==> config.mk <==
export PLATFORM = sky130hd
export DESIGN_NAME = id_ex_stage
export DESIGN_NICKNAME = d
export VERILOG_FILES = /design/src/rtl/id_ex_stage.sv
export SDC_FILE = /design/constraint.sdc
export NUM_CORES = 1
export LEC_CHECK = 0
export BUFFER_PORTS_ARGS = -buffer_cell sky130_fd_sc_hd__buf_2
export CAP_MARGIN = 40
export CORE_AREA = 5 5 148 150
export DETAILED_ROUTE_END_ITERATION = 6
export DIE_AREA = 0 0 153 155
export PLACE_DENSITY_LB_ADDON = 0.05
export RECOVER_POWER = 25
export SLEW_MARGIN = 20
export SYNTH_ARGS = -nofsm -noshare
export SYNTH_HDL_FRONTEND = slang
export SYNTH_SLANG_ARGS = --single-unit
==> constraint.sdc <==
create_clock -name clk -period 3.1 [get_ports clk]
set_input_delay 0.62 -clock clk [delete_from_list [all_inputs] [get_ports clk]]
set_output_delay 0.62 -clock clk [all_outputs]
set_load 0.02 [all_outputs]
==> src/rtl/id_ex_stage.sv <==
// ID/EX pipeline register with operand forwarding, flush/freeze/bubble control.
// Optional load-use stall counter enabled by defining ID_EX_STALL_CNT_EN.
module id_ex_stage (
    input  logic        clk,
    input  logic        rst,
    input  logic        id_valid,
    input  logic [31:0] id_pc,
    input  logic [4:0]  id_rA,
    input  logic [4:0]  id_rB,
    input  logic [4:0]  id_rw,
    input  logic [31:0] id_reg_a,
    input  logic [31:0] id_reg_b,
    input  logic [31:0] id_imm,
    input  logic [7:0]  id_ctrl,
    input  logic        id_we_alu,
    input  logic        id_we_mem,
    input  logic        fwd_a_alu,
    input  logic        fwd_b_alu,
    input  logic        fwd_a_mem,
    input  logic        fwd_b_mem,
    input  logic        bubble,
    input  logic [31:0] exe_result,
    input  logic [31:0] mem_result,
    input  logic        flush,
    input  logic        freeze,
    output logic        ex_valid,
    output logic [31:0] ex_pc,
    output logic [31:0] ex_a,
    output logic [31:0] ex_b,
    output logic [31:0] ex_imm,
    output logic [4:0]  ex_rw,
    output logic [7:0]  ex_ctrl,
    output logic        ex_we_alu,
    output logic        ex_we_mem,
    output logic        upstream_hold,
    output logic [15:0] stall_count
);

    logic        r_valid;
    logic [31:0] r_pc;
    logic [31:0] r_a;
    logic [31:0] r_b;
    logic [31:0] r_imm;
    logic [4:0]  r_rw;
    logic [7:0]  r_ctrl;
    logic        r_we_alu;
    logic        r_we_mem;

    logic [31:0] w_a;
    logic [31:0] w_b;
    logic        w_wr_ok;

    // Register indices are decoded upstream for hazard detection only.
    logic        w_unused;
    assign w_unused = ^{id_rA, id_rB};

    // EX result is younger than MEM result, so it wins when both match.
    assign w_a = fwd_a_alu ? exe_result : (fwd_a_mem ? mem_result : id_reg_a);
    assign w_b = fwd_b_alu ? exe_result : (fwd_b_mem ? mem_result : id_reg_b);

    // Writes to r0 are dropped here so later stages never see them.
    assign w_wr_ok = id_valid & (id_rw != 5'd0);

    assign upstream_hold = (bubble | freeze) & ~flush;

    always_ff @(posedge clk) begin
        if (rst) begin
            r_valid  <= 1'b0;
            r_pc     <= '0;
            r_a      <= '0;
            r_b      <= '0;
            r_imm    <= '0;
            r_rw     <= '0;
            r_ctrl   <= '0;
            r_we_alu <= 1'b0;
            r_we_mem <= 1'b0;
        end else if (flush || (!freeze && bubble)) begin
            // NOP insertion; data fields keep stale values.
            r_valid  <= 1'b0;
            r_rw     <= '0;
            r_ctrl   <= '0;
            r_we_alu <= 1'b0;
            r_we_mem <= 1'b0;
        end else if (!freeze) begin
            r_valid  <= id_valid;
            r_pc     <= id_pc;
            r_a      <= w_a;
            r_b      <= w_b;
            r_imm    <= id_imm;
            r_rw     <= id_rw;
            r_ctrl   <= id_ctrl;
            r_we_alu <= id_we_alu & w_wr_ok;
            r_we_mem <= id_we_mem & w_wr_ok;
        end
    end

    assign ex_valid  = r_valid;
    assign ex_pc     = r_pc;
    assign ex_a      = r_a;
    assign ex_b      = r_b;
    assign ex_imm    = r_imm;
    assign ex_rw     = r_rw;
    assign ex_ctrl   = r_ctrl;
    assign ex_we_alu = r_we_alu;
    assign ex_we_mem = r_we_mem;

`ifdef ID_EX_STALL_CNT_EN
    logic [15:0] r_stall_cnt;
    logic        w_bubble_take;

    assign w_bubble_take = bubble & ~flush & ~freeze;

    always_ff @(posedge clk) begin
        if (rst) begin
            r_stall_cnt <= '0;
        end else if (w_bubble_take && (r_stall_cnt != 16'hFFFF)) begin
            r_stall_cnt <= r_stall_cnt + 16'd1;
        end
    end

    assign stall_count = r_stall_cnt;
`else
    assign stall_count = '0;
`endif

endmodule

* Word level (Yosys, flattened, before mapping)
Index checks and enable logic that the tools add are counted.
** Storage, ports and cells
- Input bits :: 227
- Flip-flop bits (word level) :: 144
- Logic and storage cells :: 27
- Output and inout bits :: 161
** Operators by class
- Reduce and logical (&&, ||, !) cells :: 6
- Mux-type cells :: 4
- Bitwise operators :: 8
** Operators with widths (count)
- 2-to-1 mux 32 bit :: 4
- nonzero test 5 bit :: 1
- AND 1 bit :: 4
- NOT 1 bit :: 3
- AND reduction 2 bit :: 1
- OR reduction 2 bit :: 1
- logical AND 1 bit :: 1
- zero test 1 bit :: 1
- logical OR 1 bit :: 1
- OR 1 bit :: 1

* Depth between registers and ports, before layout
Gate-level depths: netlist (run 1).
- Depth after elaboration :: 5
- Gate-level depth with buffers :: 5
- Mapped depth without buffers :: 3

* Worst setup path before layout (run 1)
No wires, ideal clock.
- Kind :: input port to output port
- From :: input port freeze
- To :: output port upstream_hold
- Cell stages on the path :: 4
- Slack :: 1105 ps
- Arrival :: 1375 ps
- Path through :: buf_4 -> buf_2 -> nor2_1 -> nor2_1
** Between the ends
- Longest elaborated chain between the ends :: 2
** Ends and longest elaborated chain
- start: declaration :: line 25 : input logic freeze,
- OR 1 bit :: line 64 : assign upstream_hold = (bubble | freeze) & ~flush;
- AND 1 bit :: line 64
- end: declaration :: line 35 : output logic upstream_hold,
No other way between the ends.

* Worst setup path after layout (run 1)
Same ends and word-level chain as after synthesis.

==> results of run 1 <==
## power breakdown
| part | switching (mW) | internal, mW | total [mW] | leakage, nW |
|---|---|---|---|---|
| Clock | 0.877 | 1.13 | 2.01 | 0.270 |
| Sequential | 0.0299 | 1.92 | 1.95 | 1.17 |
| Combinational | 0.379 | 0.280 | 0.659 | 2.39 |
## cells in the final DEF (no fill, tap or decap)
cell and instances:
diode_2 3, o21ai_0 1, clkinvlp_4 4, buf_2 304, clkbuf_1 58, mux2i_1 13
nand2b_1 64, a21oi_1 131, mux2_1 6, clkinv_4 1, buf_4 8, nor3_2 1
nor2_1 17, clkbuf_16 17, buf_12 5, mux2_2 58, nor2b_1 1, or3_4 1
dfxtp_1 144, inv_1 1, conb_1 16, inv_6 5, nand2_1 194, inv_8 3
bufinv_16 1, o211ai_1 66, or4_1 1
## tightest hold or removal path, cell delays in order
cell and delay [ps]:
buf_2 70, mux2i_1 50, nor2_1 70
## final cells by class
class                           count  share of cell area (%)
Clock buffer                       18                   4.767
Sequential cell                   144                   32.02
Antenna cell                        3                 0.08338
Tap cell                          275                   3.822
Inverter                            1                 0.04169
Timing Repair Buffer              374                   21.05
Multi-Input combinational cell    570                   36.59
Clock inverter                     14                   1.626
## final timing paths
kind                   start       endpoint  slack, ps
hold / removal    id_ctrl[2]     ex_ctrl[2]        430
hold reg to reg   ex_imm[21]     ex_imm[21]        450
setup reg to reg  ex_ctrl[0]     ex_ctrl[0]       2460
setup / recovery      freeze  upstream_hold       1080
## per-stage QoR
step / hold slack (ps) / std cells / power [mW] / worst slack (ps) / cell area [um2]
detailed placement: 443.2 / 1364 / 2.662 / 832.9 / 8494
global route: 417.7 / 1399 / 4.835 / 959.4 / 9004
CTS: 411.3 / 1396 / 4.697 / 1057 / 9070
finish: 431.7 / 1399 / 4.617 / 1082 / 9004
global placement: 438.0 / 1364 / 2.661 / 840.7 / 8494
floorplan: 530.4 / 798 / 2.398 / 1105 / 6666
## state kept, by name, summed over array words and instances (netlist names)
name	cells
ex_rw	5
ex_ctrl	8
ex_valid	1
ex_imm	32
ex_we_mem	1
ex_we_alu	1
ex_a	32
ex_pc	32
ex_b	32
## cells by family after synthesis
group	synth area share, %
and+or+nand+nor	18.49
AOI/OAI and AO/OA	17.49
DFF	43.61
buffers and inverters	7.477
muxes	12.87
other	0.05673
## routing by layer
| metal | part of all wire [%] | vias to the layer above | global-route usage, % |
|---|---|---|---|
| met1 | 42 | 2882 | 22.63 |
| met5 | 0.060 | - | 0 |
| met4 | 2.2 | 4 | 6.279 |
| met2 | 48 | 232 | 31.09 |
| met3 | 8.0 | 27 | 6.175 |
| li1 | - | 3278 | - |
==> impl_metrics.ini, run 1 <==
[status]
status = complete, no violations

[sta]
final-max-slew-violation-count = 0
layout_min_cycle_time_ps = 2018
fin_crit_sh_pct = 65.10
max_freq_mhz = 495.5
fin_tns_setup_ps = 0
finalHoldViolCount = 0
skew_ps = 0
grt_setup_unrepaired = no
maxSlewHeadroom_pct = 54.86
finalSetupViolations = 0
worstMarginPinSlew_ps = 677.1

[floorplan]
die_w_um = 153
initial_core_util_pct = 32.15
dieArea_um2 = 23720
die_y_um = 155
core-area_um2 = 20560
io_pins = 388
rows = 53

[drt]
drt_wl_total_um = 23310
num_vias = 6423
first_pass_iters = 4
drc = 0
antenna_left = 0
viasPerCell = 4.591
drt_iter0_drc = 204
wire_per_inst_um = 16.66

[logic_synthesis]
yosysTopAreaCellShare_pct = 43.61
ys_types = 21
synthTopCellsByCount = 194 x nand2_1, 144 x dfxtp_1, 131 x a21oi_1, 66 x o211ai_1, 64 x nand2b_1
yosys.area.top_type = dfxtp_1
synth_edf_count = 0
ys_seq_area_share_pct = 43.61
synth-seq-cells = 144
synthTopCellsByArea = dfxtp_1 44%, nand2_1 11%, a21oi_1 9.9%, mux2_2 9.9%, o211ai_1 7.5%
ys_warn_count = 0
async_flop_share_pct = 0
synth_most_common_cell = nand2_1
synth_cells = 783
netlist_area_um2 = 6610
ys.flop_type = dfxtp_1
avgSynthCellArea_um2 = 8.442

[cells_and_area]
drive_gt1_share_pct = 36.40
regArea_um2 = 2883
layout.nets = 1335
fillers = 2229
syn_to_final_growth_pct = 36.21
multiInputGateArea_um2 = 3294
final_util_pct = 43.80

[placement]
io_buffers = 361
post-dp-hpwl_um = 17090
gp_congestion = 0.7892

[clock_network]
clk_pin_slew_worst_paths_ps = 70
root_buffer = clkbuf_16
cts_max_level = 4
clk_latency_ps = 410
tritoncts = yes
postCtsSetupBuffers = 0
clockBufferDepth = 2
cts_hold_buffers = 0
cts_made_buffers = 17
cts-resized-gates = 0
clock-sinks = 144

[critical_path]
cp.required_ps = 2480
slowest_delay_ps = 420
critPathKind = primary input to primary output
path_buf_inv = 2
crit_slowest_cell = buf_2
path_max_fanout = 21
arrival_ps = 1400
path_depth = 4
crit_path_end_kind = primary output
path_cells = buf_2 > nor2_1 > nor2_1 > buf_2
startpoint_type = primary input
r2r_cells = 2
crit_family = buffers and inverters

[hold_path]
hold_path_class = primary input to flop
holdPathStages = 3

[pwr]
ir_drop_mv = 0.3216
leakagePower_nw = 3.829
p_per_area_nw_per_um2 = 512.8

[grt]
grt_pass1_wl_um = 35080
antenna_found_initial = 5
grt_use_total_pct = 18.60
gr-total-overflow = 0
grt_pass1_vias = 6121
grt_max_degree = 129

[job]
drv_cap = 0
Note: power is estimated with default switching activity, not from simulation.
==> run 2: changes to the inputs <==
Settings changed: ABC_AREA from default to 1, CORE_AREA 5 5 148 150 to 5 5 149 151, DIE_AREA 0 0 153 155 to 0 0 154 156.
Clock period 3.1 ns to 2 ns, I/O delays scaled along.
==> run 2 against run 1 <==
Against the previous run:
- wire length grew 8.7%
- non-clock buffer count grew 10
- via count grew 13%
- critical endpoint is now ex_b[28]
==> impl_metrics.ini, run 2 <==
[placement]
place_ws_ps = 357.9
numPlacedInstances = 1587
io_buffers = 361
gp_congestion = 0.8000
post-dp-hpwl_um = 18520

[status]
status = complete, no violations

[pwr]
power_mw = 7.481
leakagePower_nw = 4.727
ir_drop_mv = 0.5248
p_per_area_nw_per_um2 = 811.6

[drt]
wire_per_inst_um = 15.64
viasPerCell = 4.483
antenna_left = 0
first_pass_iters = 4
drt_wl_total_um = 25330
num_vias = 7262
drc = 0
drt_iter0_drc = 376

[critical_path]
critPathKind = primary input to flop
cp.required_ps = 2300
crit_path_end_kind = flop
slowest_delay_ps = 570
startpoint_type = primary input
path_max_fanout = 31
crit_family = buffers and inverters
crit_slowest_cell = clkinvlp_4
arrival_ps = 1880
path_buf_inv = 3
path_cells = buf_2 > nor2_2 > nand2_2 > clkinvlp_4 > buf_4 > o21ai_0 > nor2_1

[grt]
grt_pass1_wl_um = 37940
antenna_found_initial = 2
gr-total-overflow = 0
grt_pass1_vias = 6789
grt_max_degree = 65
grt_use_total_pct = 19.93

[job]
drv_cap = 0

[sta]
grt_setup_unrepaired = no
fin_crit_sh_pct = 79.14
finalHoldViolCount = 0
maxSlewHeadroom_pct = 53.20
hold_ws_ps = 222.8
final-max-slew-violation-count = 0
skew_ps = 0
worstMarginPinSlew_ps = 702.0
max_freq_mhz = 631.8
layout_min_cycle_time_ps = 1583
fin_tns_setup_ps = 0
setup_slack_ps = 417.3
finalSetupViolations = 0

[clock_network]
cts_max_level = 4
clk_pin_slew_worst_paths_ps = 60
cts_made_buffers = 17
clk_latency_ps = 410
tritoncts = yes
cts_hold_buffers = 0
clock-sinks = 144
root_buffer = clkbuf_16
cts-resized-gates = 0
postCtsSetupBuffers = 0
clockBufferDepth = 2

[logic_synthesis]
netlist_area_um2 = 6663
yosysTopAreaCellShare_pct = 43.27
synth_most_common_cell = nand2_1
async_flop_share_pct = 0
synthTopCellsByArea = dfxtp_1 43%, o21ai_0 13%, nand2_1 12%, nor2_1 11%, a21oi_1 6.0%
synth-seq-cells = 144
ys_seq_area_share_pct = 43.27
synth_edf_count = 0
avgSynthCellArea_um2 = 6.643
synth_cells = 1003
ys_types = 17
yosys.area.top_type = dfxtp_1
ys.flop_type = dfxtp_1
synthTopCellsByCount = 220 x nand2_1, 199 x nor2_1, 175 x o21ai_0, 144 x dfxtp_1, 80 x a21oi_1
ys_warn_count = 0

[cells_and_area]
layout.nets = 1558
mostFrequentLayoutCells = 360 x buf_2, 219 x nand2_1, 199 x nor2_1, 179 x o21ai_0, 144 x dfxtp_1
final_cells = 1620
mostFrequentLayoutCell = buf_2
syn_to_final_growth_pct = 38.35
drive_gt1_share_pct = 31.25

[floorplan]
initial_core_util_pct = 32.20
core-area_um2 = 20690
die_y_um = 156
die_w_um = 154
io_pins = 388
rows = 53
dieArea_um2 = 24020

[hold_path]
hold_path_class = primary input to flop
## run 2: changes by cell type after synthesis, sizes merged, moves of 64 or more
cell    previous run  this run
nand2b            64         0
o21ai              1       192
nor2              17       200
mux2              64         0
o211ai            66         0
inv                1        72
## run 2: worst paths after layout
| kind | slack, ps | from | cells past startpoint | endpoint |
|---|---|---|---|---|
| setup reg to reg | 1320 | ex_a[9] | 2 | ex_a[9] |
| hold reg to reg | 450 | ex_we_mem | 2 | ex_we_mem |
| setup / recovery | 420 | bubble | 7 | ex_b[28] |
| hold / removal | 220 | id_imm[27] | 3 | ex_imm[27] |
## run 2: worst min-delay path, stage by stage
cell and delay (ps):
buf_2 70, o21ai_1 50, nor2_1 70
## run 2: cell families (layout without fill, tap and decap cells)
| logic type | Yosys count | after routing | synth area share [%] |
|---|---|---|---|
| simple gates | 424 | 424 | 24.08 |
| compound gates | 272 | 272 | 20.43 |
| buf+inv | 162 | 488 | 12.17 |
| flops | 144 | 144 | 43.27 |
| other cells | 1 | 17 | 0.05628 |
## run 2: cell type report
| type | instances | area [um2] |
|---|---|---|
| well taps | 275 | 344.1 |
| flip-flops and latches | 144 | 2883 |
| clock inverters | 13 | 146.4 |
| inverters | 72 | 275.3 |
| diodes | 1 | 2.502 |
| repair buffers | 384 | 2101 |
| fillers | 2307 | 11470 |
| clock buffers | 19 | 442.9 |
| multi-input cells | 712 | 3023 |
## run 2: per-layer routing
layer  GRT usage, %  vias up  wire length (um)  share of wire [%]
li1               -     3804                 -                  -
met1          24.41     3163             10810                 43
met2          33.74      271             12090                 48
met3          6.602       22              1989                7.9
met4          5.425        2               428                1.7
met5              0        -                 7              0.028
## run 2: report_power, final
| part | switching [mW] | internal, mW | leakage, nW |
|---|---|---|---|
| Sequential | 0.0617 | 3.01 | 1.18 |
| Clock | 1.40 | 1.80 | 0.280 |
| Combinational | 0.754 | 0.458 | 3.27 |
## run 2: through the flow
stage               area (um2)  utilization, %
floorplan                 6719               -
global placement          8648           41.80
detailed placement        8648           41.80
CTS                       9238           44.65
global route              9218           44.55
finish                    9218           44.55
==> run 3: changes to the inputs <==
Settings changed: ABC_AREA 1 to 0, CORE_AREA 5 5 149 151 to 5 5 147 149, DIE_AREA 0 0 154 156 to 0 0 152 154.
Clock period 2 ns to 1.4 ns, I/O delays scaled along.
==> run 3 against run 2 <==
Against the previous run:
- non-clock buffer count up 8
- count of clock-buffer cells in the layout shrank 1
- cell area rose by 1.5%
- sequential cell count is the same
- hold slack got worse by 140 ps
- critical path depth shrank 2
- highest routed layer unchanged
- combinational power increased by 28%
==> impl_metrics.ini, run 3 (synthesis results as in run 1) <==
[status]
status = complete, no violations

[sta]
final-max-slew-violation-count = 0
layout_min_cycle_time_ps = 1297
grt_setup_unrepaired = no
skew_ps = 0
maxSlewHeadroom_pct = 50.62
worstMarginPinSlew_ps = 740.7
finalSetupViolations = 0
max_freq_mhz = 771.3
fin_crit_sh_pct = 92.61
finalHoldViolCount = 0

[critical_path]
crit_path_end_kind = primary output
startpoint_type = primary input
arrival_ps = 1020
critPathKind = primary input to primary output
cp.required_ps = 1120
path_max_fanout = 19

[floorplan]
io_pins = 388
die_y_um = 154
initial_core_util_pct = 32.99
die_w_um = 152
rows = 52
core-area_um2 = 20040
dieArea_um2 = 23410

[clock_network]
clockBufferDepth = 2
cts_hold_buffers = 0
cts-resized-gates = 0
clk_pin_slew_worst_paths_ps = 70
cts_max_level = 4
root_buffer = clkbuf_16
clk_latency_ps = 410
tritoncts = yes
postCtsSetupBuffers = 0
cts_made_buffers = 17
clock-sinks = 144

[drt]
drt_iter0_drc = 263
wire_per_inst_um = 16.45
drt_wl_total_um = 23230
drc = 0
antenna_left = 0
first_pass_iters = 4
num_vias = 6505
viasPerCell = 4.607

[placement]
post-dp-hpwl_um = 17540
io_buffers = 361
gp_congestion = 0.7837
numPlacedInstances = 1377

[job]
drv_cap = 0

[cells_and_area]
final_util_pct = 46.67
syn_to_final_growth_pct = 41.49
drive_gt1_share_pct = 42.23
mostFrequentLayoutCell = buf_2
mostFrequentLayoutCells = 360 x buf_2, 194 x nand2_1, 144 x dfxtp_1, 131 x a21oi_1, 66 x o211ai_1
final_cells = 1412
layout.nets = 1353

[hold_path]
hold_path_class = primary input to flop

[pwr]
p_per_area_nw_per_um2 = 1144
ir_drop_mv = 0.7361
leakagePower_nw = 4.220

[grt]
grt_pass1_wl_um = 35160
grt_pass1_vias = 6277
gr-total-overflow = 0
grt_max_degree = 90
antenna_found_initial = 2
grt_use_total_pct = 18.82
run 3: changes by cell type in the layout (fill, tap and decap cells not counted), moves of 25 or more:
cell / delta
a21oi_1: +51
inv_1: -67
mux2_2: +58
nand2_1: -25
nand2b_1: +64
nor2_1: -182
o211ai_1: +66
o21ai_0: -178
run 3: where the power goes:
part	total [mW]	internal (mW)	switching, mW
sequential	4.31	4.24	0.0647
combinational	1.55	0.693	0.860
clock	4.84	2.88	1.96
run 3: area by class of cell:
| class | instances | area [um2] |
|---|---|---|
| well taps | 270 | 337.8 |
| multi-input cells | 570 | 3289 |
| diodes | 3 | 7.507 |
| flip-flops and latches | 144 | 2883 |
| clock buffers | 18 | 429.2 |
| fillers | 2146 | 10690 |
| inverters | 1 | 3.754 |
| repair buffers | 392 | 2208 |
| clock inverters | 14 | 193.9 |
run 3: critical path, stage by stage:
cell and delay [ps]:
buf_2 110, buf_4 280, nor2_1 80, nor2_1 80, buf_2 180
run 3: layer usage:
layer  up-vias  GRT usage, %  wire (um)
met3        32         6.858       1878
li1       3317             -          -
met4         2         7.406        612
met1      2911         21.53       9369
met2       243         32.07      11350
met5         -             0         20
run 3: final timing paths:
path              start             to  slack, ps  depth (start not counted)
max              freeze  upstream_hold        100                          5
min          id_ctrl[7]     ex_ctrl[7]         80                          3
max reg2reg    ex_rw[1]       ex_rw[1]        760                          2
min reg2reg  ex_imm[13]     ex_imm[13]        450                          2
run 3: metrics by stage:
step | hold WS [ps] | TNS, ps | area [um2] | total power, mW | setup slack, ps
final | 84.03 | 0 | 9353 | 10.70 | 103.5
after global routing | 71.82 | 0 | 9348 | 11.16 | 44.23
after CTS | 60.04 | 0 | 9397 | 10.90 | 91.82
after detailed placement | 443.5 | -3250 | 8773 | 5.981 | -90.14
after global placement | 439.0 | -2754 | 8773 | 5.975 | -89.26
after floorplan | 416.0 | 0 | 6666 | 5.309 | 84.97
